--- src/rtl/seven_seg_pkg.sv ---
// Shared constants, types and the slot-to-anode map for the seven-segment scan path.
package seven_seg_pkg;

   localparam int unsigned NUM_DIGITS = 4;

   localparam logic [3:0] ANODE_OFF  = 4'b1111;
   localparam logic [3:0] ANODE_DIG0 = 4'b1110;
   localparam logic [3:0] ANODE_DIG1 = 4'b1101;
   localparam logic [3:0] ANODE_DIG2 = 4'b1011;
   localparam logic [3:0] ANODE_DIG3 = 4'b0111;

   typedef logic [1:0] digit_idx_t;

   // Active-low one-cold digit select for a scan slot.
   function automatic logic [3:0] slot_to_anode(input digit_idx_t idx);
      logic [3:0] a;
      a = ANODE_OFF;
      unique case (idx)
         2'd0: a = ANODE_DIG0;
         2'd1: a = ANODE_DIG1;
         2'd2: a = ANODE_DIG2;
         2'd3: a = ANODE_DIG3;
      endcase
      return a;
   endfunction

endpackage

--- src/rtl/seven_seg_refresh_tick.sv ---
// Refresh prescaler: counts REFRESH_DIV cycles per digit slot and strobes on terminal count.
module seven_seg_refresh_tick #(
   parameter int unsigned REFRESH_DIV = 100000
) (
   input  logic clk,
   input  logic rst_n,
   input  logic en_i,
   input  logic clear_i,
   output logic tick_o
);

   localparam int unsigned CNT_W = $clog2(REFRESH_DIV);
   localparam logic [CNT_W-1:0] CntMax = CNT_W'(REFRESH_DIV - 1);

   logic [CNT_W-1:0] cnt_q, cnt_d;

   assign tick_o = en_i && !clear_i && (cnt_q == CntMax);

   // Next count: hold at zero while disabled or cleared, otherwise wrap at terminal count.
   always_comb begin
      cnt_d = cnt_q;
      if (!en_i || clear_i) begin
         cnt_d = '0;
      end else if (cnt_q == CntMax) begin
         cnt_d = '0;
      end else begin
         cnt_d = cnt_q + 1'b1;
      end
   end

   // Counter register.
   always_ff @(posedge clk or negedge rst_n) begin
      if (!rst_n) begin
         cnt_q <= '0;
      end else begin
         cnt_q <= cnt_d;
      end
   end

endmodule

--- src/rtl/seven_seg_scanner.sv ---
// Digit scanner: rotates the anode select and applies display loads only at frame boundaries.
module seven_seg_scanner
   import seven_seg_pkg::*;
#(
   parameter int unsigned REFRESH_DIV = 100000
) (
   input  logic        clk,
   input  logic        rst_n,
   input  logic        en,
   input  logic        load,
   input  logic [15:0] y_in,
   input  logic [3:0]  op_in,
   output logic [15:0] y_out,
   output logic [3:0]  op_out,
   output logic [3:0]  anode,
   output logic        digit_tick,
   output logic        load_ack,
   output logic        pending
);

   localparam int unsigned CNT_W = $clog2(REFRESH_DIV);

   if (REFRESH_DIV < 2) begin : g_bad_div
      $error("seven_seg_scanner: REFRESH_DIV must be >= 2");
   end

   digit_idx_t  idx_q, idx_d;
   logic [3:0]  anode_q, anode_d;
   logic        tick_q, tick_d;
   logic [15:0] y_q, y_d;
   logic [3:0]  op_q, op_d;
   logic [19:0] shadow_q, shadow_d;
   logic        pend_q, pend_d;
   logic        upd_q, upd_d;
   logic        ack_q;
   logic        tick;
   logic        wrap;
   logic        scan_idle;

   // Anode is dark exactly when the previous edge saw en=0 (or reset), so the first enabled
   // edge restarts the prescaler from zero instead of counting.
   assign scan_idle = (anode_q == ANODE_OFF);

   seven_seg_refresh_tick #(
      .REFRESH_DIV(REFRESH_DIV)
   ) u_refresh_tick (
      .clk     (clk),
      .rst_n   (rst_n),
      .en_i    (en),
      .clear_i (scan_idle),
      .tick_o  (tick)
   );

   assign wrap = tick && (idx_q == digit_idx_t'(NUM_DIGITS - 1));

   // Next-state for scan position, anode, display registers and load bookkeeping.
   always_comb begin
      idx_d    = idx_q;
      anode_d  = anode_q;
      tick_d   = 1'b0;
      y_d      = y_q;
      op_d     = op_q;
      shadow_d = shadow_q;
      pend_d   = pend_q;
      upd_d    = 1'b0;
      if (!en) begin
         idx_d   = '0;
         anode_d = ANODE_OFF;
         pend_d  = 1'b0;
         // Display is dark, so loads (new or waiting) apply immediately.
         if (load) begin
            y_d      = y_in;
            op_d     = op_in;
            shadow_d = {y_in, op_in};
            upd_d    = 1'b1;
         end else if (pend_q) begin
            {y_d, op_d} = shadow_q;
            upd_d       = 1'b1;
         end
      end else begin
         if (tick) begin
            idx_d = idx_q + 2'd1;
         end
         tick_d  = tick;
         anode_d = slot_to_anode(idx_d);
         if (load) begin
            shadow_d = {y_in, op_in};
            if (wrap) begin
               y_d    = y_in;
               op_d   = op_in;
               pend_d = 1'b0;
               upd_d  = 1'b1;
            end else begin
               pend_d = 1'b1;
            end
         end else if (wrap && pend_q) begin
            {y_d, op_d} = shadow_q;
            pend_d      = 1'b0;
            upd_d       = 1'b1;
         end
      end
   end

   // State registers; ack trails the display update by one cycle.
   always_ff @(posedge clk or negedge rst_n) begin
      if (!rst_n) begin
         idx_q    <= '0;
         anode_q  <= ANODE_OFF;
         tick_q   <= 1'b0;
         y_q      <= '0;
         op_q     <= '0;
         shadow_q <= '0;
         pend_q   <= 1'b0;
         upd_q    <= 1'b0;
         ack_q    <= 1'b0;
      end else begin
         idx_q    <= idx_d;
         anode_q  <= anode_d;
         tick_q   <= tick_d;
         y_q      <= y_d;
         op_q     <= op_d;
         shadow_q <= shadow_d;
         pend_q   <= pend_d;
         upd_q    <= upd_d;
         ack_q    <= upd_q;
      end
   end

   assign y_out      = y_q;
   assign op_out     = op_q;
   assign anode      = anode_q;
   assign digit_tick = tick_q;
   assign load_ack   = ack_q;
   assign pending    = pend_q;

endmodule
--- config.mk ---
export PLATFORM = sky130hd
export DESIGN_NAME = seven_seg_scanner
export DESIGN_NICKNAME = d
export VERILOG_FILES = /design/src/rtl/seven_seg_pkg.sv /design/src/rtl/seven_seg_refresh_tick.sv /design/src/rtl/seven_seg_scanner.sv
export SDC_FILE = /design/constraint.sdc
export NUM_CORES = 1
export LEC_CHECK = 0
export ABC_AREA = 1
export CORE_ASPECT_RATIO = 1.2
export CORE_MARGIN = 1.5
export CORE_UTILIZATION = 40
export CTS_CLUSTER_SIZE = 8
export DETAILED_ROUTE_END_ITERATION = 10
export GPL_ROUTABILITY_DRIVEN = 1
export HOLD_SLACK_MARGIN = 0.05
export PLACE_DENSITY_LB_ADDON = 0.25
export SYNTH_ARGS = -nofsm -noshare
export SYNTH_HDL_FRONTEND = slang
export SYNTH_SLANG_ARGS = --single-unit
--- constraint.sdc ---
create_clock -name clk -period 1.5 [get_ports clk]
set_input_delay 0.15 -clock clk [delete_from_list [all_inputs] [get_ports clk]]
set_output_delay 0.15 -clock clk [all_outputs]
set_load 0.01 [all_outputs]
==> flow_metrics.env <==
export IMPL_num_vias=2527
export IMPL_tns_ns=-1.526
export IMPL_clk_path_buf_depth=2
export IMPL_ir_worst_vdd_mv=0.6491
export IMPL_cp_arrival_ns=1.88
export IMPL_worst_slack_ns=-0.09891
export IMPL_slew_headroom_pct=64.12
export IMPL_worstSetupEndpointType="flop"
export IMPL_post_dp_cell_area_um2=3684
export IMPL_yosysTopAreaCellShare_pct=54.10
export IMPL_comb_power_share_pct=14.7
export IMPL_netlist_instances=334
export IMPL_synth_net_count=360
export IMPL_finalMaxSlewViolations=0
export IMPL_core_area_um2=6937
export IMPL_syn_area_um2=2914
export IMPL_setup_violations_final=26
export IMPL_syn_area_per_cell_um2=8.725
export IMPL_placementRows=33
export IMPL_io_pins=51
export IMPL_dieArea_um2=7808
export IMPL_ys_top_cells_by_count="nand2_1, dfrtp_1, nand3_1, nor2_1, inv_1"
export IMPL_grt_setup_unrepaired="true"
export IMPL_track_usage_pct=18.94
export IMPL_place_congestion=0.8640
export IMPL_die_w_um=80.92
export IMPL_p_sw_mw=1.067
export IMPL_finish_utilization_pct=60.10
export IMPL_via_per_inst=4.926
export IMPL_grt_pass1_wl_um=11230
export IMPL_port_buffers=50
export IMPL_critPathBufInv=1
export IMPL_die_y_um=96.50
export IMPL_synth_ff_type="dfrtp_1"
export IMPL_cts_htree_levels=3
export IMPL_timing_fmax_mhz=625.4
export IMPL_route_detailed_drc=0
export IMPL_power_per_cell_area_nw_per_um2=1032
export IMPL_final_nets=447
export IMPL_path_cells="ha_2 -> nand2_2 -> nor2_2 -> nand3_2 -> nor2_4 -> nand4_4 -> nand2_8 -> clkbuf_16 -> nand3_1 -> nand2_1"
export IMPL_min_period_ns=1.599
export IMPL_ys_seq_area_share_pct=57.71
export IMPL_wire_per_inst_um=13.48
export IMPL_hold_path_class="input pin to async pin"
export IMPL_finalHoldViolCount=0
export IMPL_final_area_um2=4169
export IMPL_antenna_found_initial=0
export IMPL_finalPower_mw=4.304
export IMPL_worstMarginPinSlew_ns=0.5369
export IMPL_synth_edff_count=0
export IMPL_cts_buffers=9
export IMPL_clkTransAtPathRegs_ns=0.07
export IMPL_fin_hold_ws_ns=0.3362
export IMPL_dr_pass1_iters=5
export IMPL_clk_latency_ns=0.34
export IMPL_fin_skew_ns=0.01021
export IMPL_start_kind="flop"
export IMPL_cp_max_fo=8
export IMPL_cts_tree="yes"
export IMPL_maxCapViolations=0
export IMPL_synth_most_common_cell="nand2_1"
export IMPL_p_leak_nw=1.936
export IMPL_intPower_mw=3.236
export IMPL_synth_largest_area_cell="dfrtp_1"
export IMPL_violations="setup timing"
export IMPL_synth_warnings=0
export IMPL_synthArstFlopShare_pct=100.0
export IMPL_grt_max_degree=68
export IMPL_final_layout_size_suffix_gt1_share_pct=24.65
export IMPL_clock_sinks=67
export IMPL_pwr_share_clk_pct=38.6
export IMPL_synth_cell_types=27
export IMPL_swShare_pct=24.80
export IMPL_drt_iter0_markers=138
export IMPL_initial_utilization_pct=42.01
export IMPL_crit_slowest_cell="dfrtp_1"
export IMPL_area_growth_pct=43.07
export IMPL_dpl_hpwl_um=4527
export IMPL_grt_overflow_total=0
export IMPL_share_seq_of_total_power_pct=46.8
export IMPL_synth_area_leaders="dfrtp_1, nand2_1, nand3_1"
export IMPL_critPathTopFamily="simple AND/OR/NAND/NOR gates"
export IMPL_cp_required_ns=1.78
export IMPL_multi_input_comb_area_um2=1264
export IMPL_run_status="finished, violations left"
export IMPL_finalWirelength_um=6913
export IMPL_num_antenna_cells=0
export IMPL_cpPeakStageDelay_ns=0.37
export IMPL_min_period_over_period_pct=106.6
export IMPL_fill_cells=605
export IMPL_root_buffer="clkbuf_8"
export IMPL_worst_setup_path_type="flop to flop"
export IMPL_ant_nets=0
export IMPL_grt_pass1_vias=2471
export IMPL_synth_seq_cells=67
export IMPL_seq_area_um2=1682
==> per-stage QoR <==
stage,std cells,worst slack (ns)
after floorplan,334,-0.01368
after global placement,488,-0.05557
after detailed placement,488,-0.1279
after CTS,507,-0.08106
after global routing,513,-0.1744
final,513,-0.09891
==> cells in the final DEF (no fill, tap or decap), types with 2 or more instances in the layout <==
master	netlist	layout
nor2_2	0	3
nand3_1	35	19
clkinv_2	0	2
nand2_1	124	115
a21oi_1	3	3
nor2_4	2	4
bufinv_16	0	2
dfstp_2	4	4
dfrtp_1	63	63
nor2_1	31	26
nand3_2	1	17
clkbuf_8	0	10
nor3_1	8	8
inv_1	17	17
clkinv_1	2	2
nand4_1	5	5
nor3b_1	3	2
dlygate4sd2_1	0	4
clkdlybuf4s50_1	0	45
inv_2	8	8
a211oi_2	0	2
nand2_8	0	3
buf_12	0	2
nand2_2	1	10
buf_4	0	29
xor2_1	5	5
==> repair_timing <==
action,CTS,global route
endpoints found under the setup margin,30,44
setup buffers,2,3
hold endpoints to repair,63,0
gates resized for setup,7,36
pin swaps,0,7
gates cloned,0,3
hold buffers,1,0
==> state kept, by name (all words and copies together) (netlist names) <==
name / count
op_out: 4
shadow_q: 20
idx_q: 2
u_refresh_tick.cnt_q: 17
digit_tick: 1
y_out: 16
anode: 4
load_ack: 1
pending: 1
upd_q: 1
==> power by group through the flow <==
| stage | Clock (mW) | Combinational, mW | Sequential, mW |
|---|---|---|---|
| after CTS | 1.70 | 0.585 | 2.01 |
| final | 1.66 | 0.631 | 2.01 |
| after global routing | 1.79 | 0.693 | 2.02 |
| after detailed placement | 0 | 0.578 | 2.04 |
| after floorplan | 0 | 0.192 | 2.07 |
| after global placement | 0 | 0.565 | 2.04 |
==> layout make-up <==
type	count	area share, %
sequential	67	40.34
clock inverter	5	1.861
inverter	27	2.431
tap	87	2.611
multi-input combinational	232	30.31
clock buffer	11	3.391
timing repair buffer	84	19.06
==> path summary, 6_finish.rpt <==
kind                                          from                 endpoint  slack, ns  cells past startpoint
setup / recovery           u_refresh_tick.cnt_q[0]                op_out[0]       -0.1                     10
hold / removal                               rst_n  u_refresh_tick.cnt_q[0]       0.34                      3
setup reg to reg           u_refresh_tick.cnt_q[0]                op_out[0]       -0.1                     10
hold reg to reg                              upd_q                 load_ack       0.35                      0
max in group asynchronous                    rst_n                 load_ack       0.84                      3
min in group clk                             upd_q                 load_ack       0.35                      0
==> metal layers <==
| metal | up-vias | global-route usage, % | part of all wire [%] |
|---|---|---|---|
| met4 | 0 | 8.764 | 1.8 |
| li1 | 1228 | - | - |
| met2 | 67 | 32.64 | 51 |
| met3 | 12 | 3.380 | 3.6 |
| met1 | 1220 | 22.91 | 44 |
| met5 | - | 0 | 0 |
==> cell families (layout without fill, tap and decap cells) <==
group,Yosys count,in the layout,synth area share (%)
flip-flops,67,67,57.71
buffers and inverters,37,127,5.796
XOR/XNOR,5,5,1.503
AND/OR/NAND/NOR,215,217,32.50
AO/OA/AOI/OAI,8,8,1.631
adder cells (fa/ha/maj),2,2,0.8586
==> worst reg2reg max path: cells and delay by family, from the launching register on <==
family | cells | cell delay [ns]
fa+ha+maj | 1 | 0.19
simple gates | 8 | 0.81
flops | 1 | 0.37
buf+inv | 1 | 0.19
Note: power is estimated with default switching activity, not from simulation.
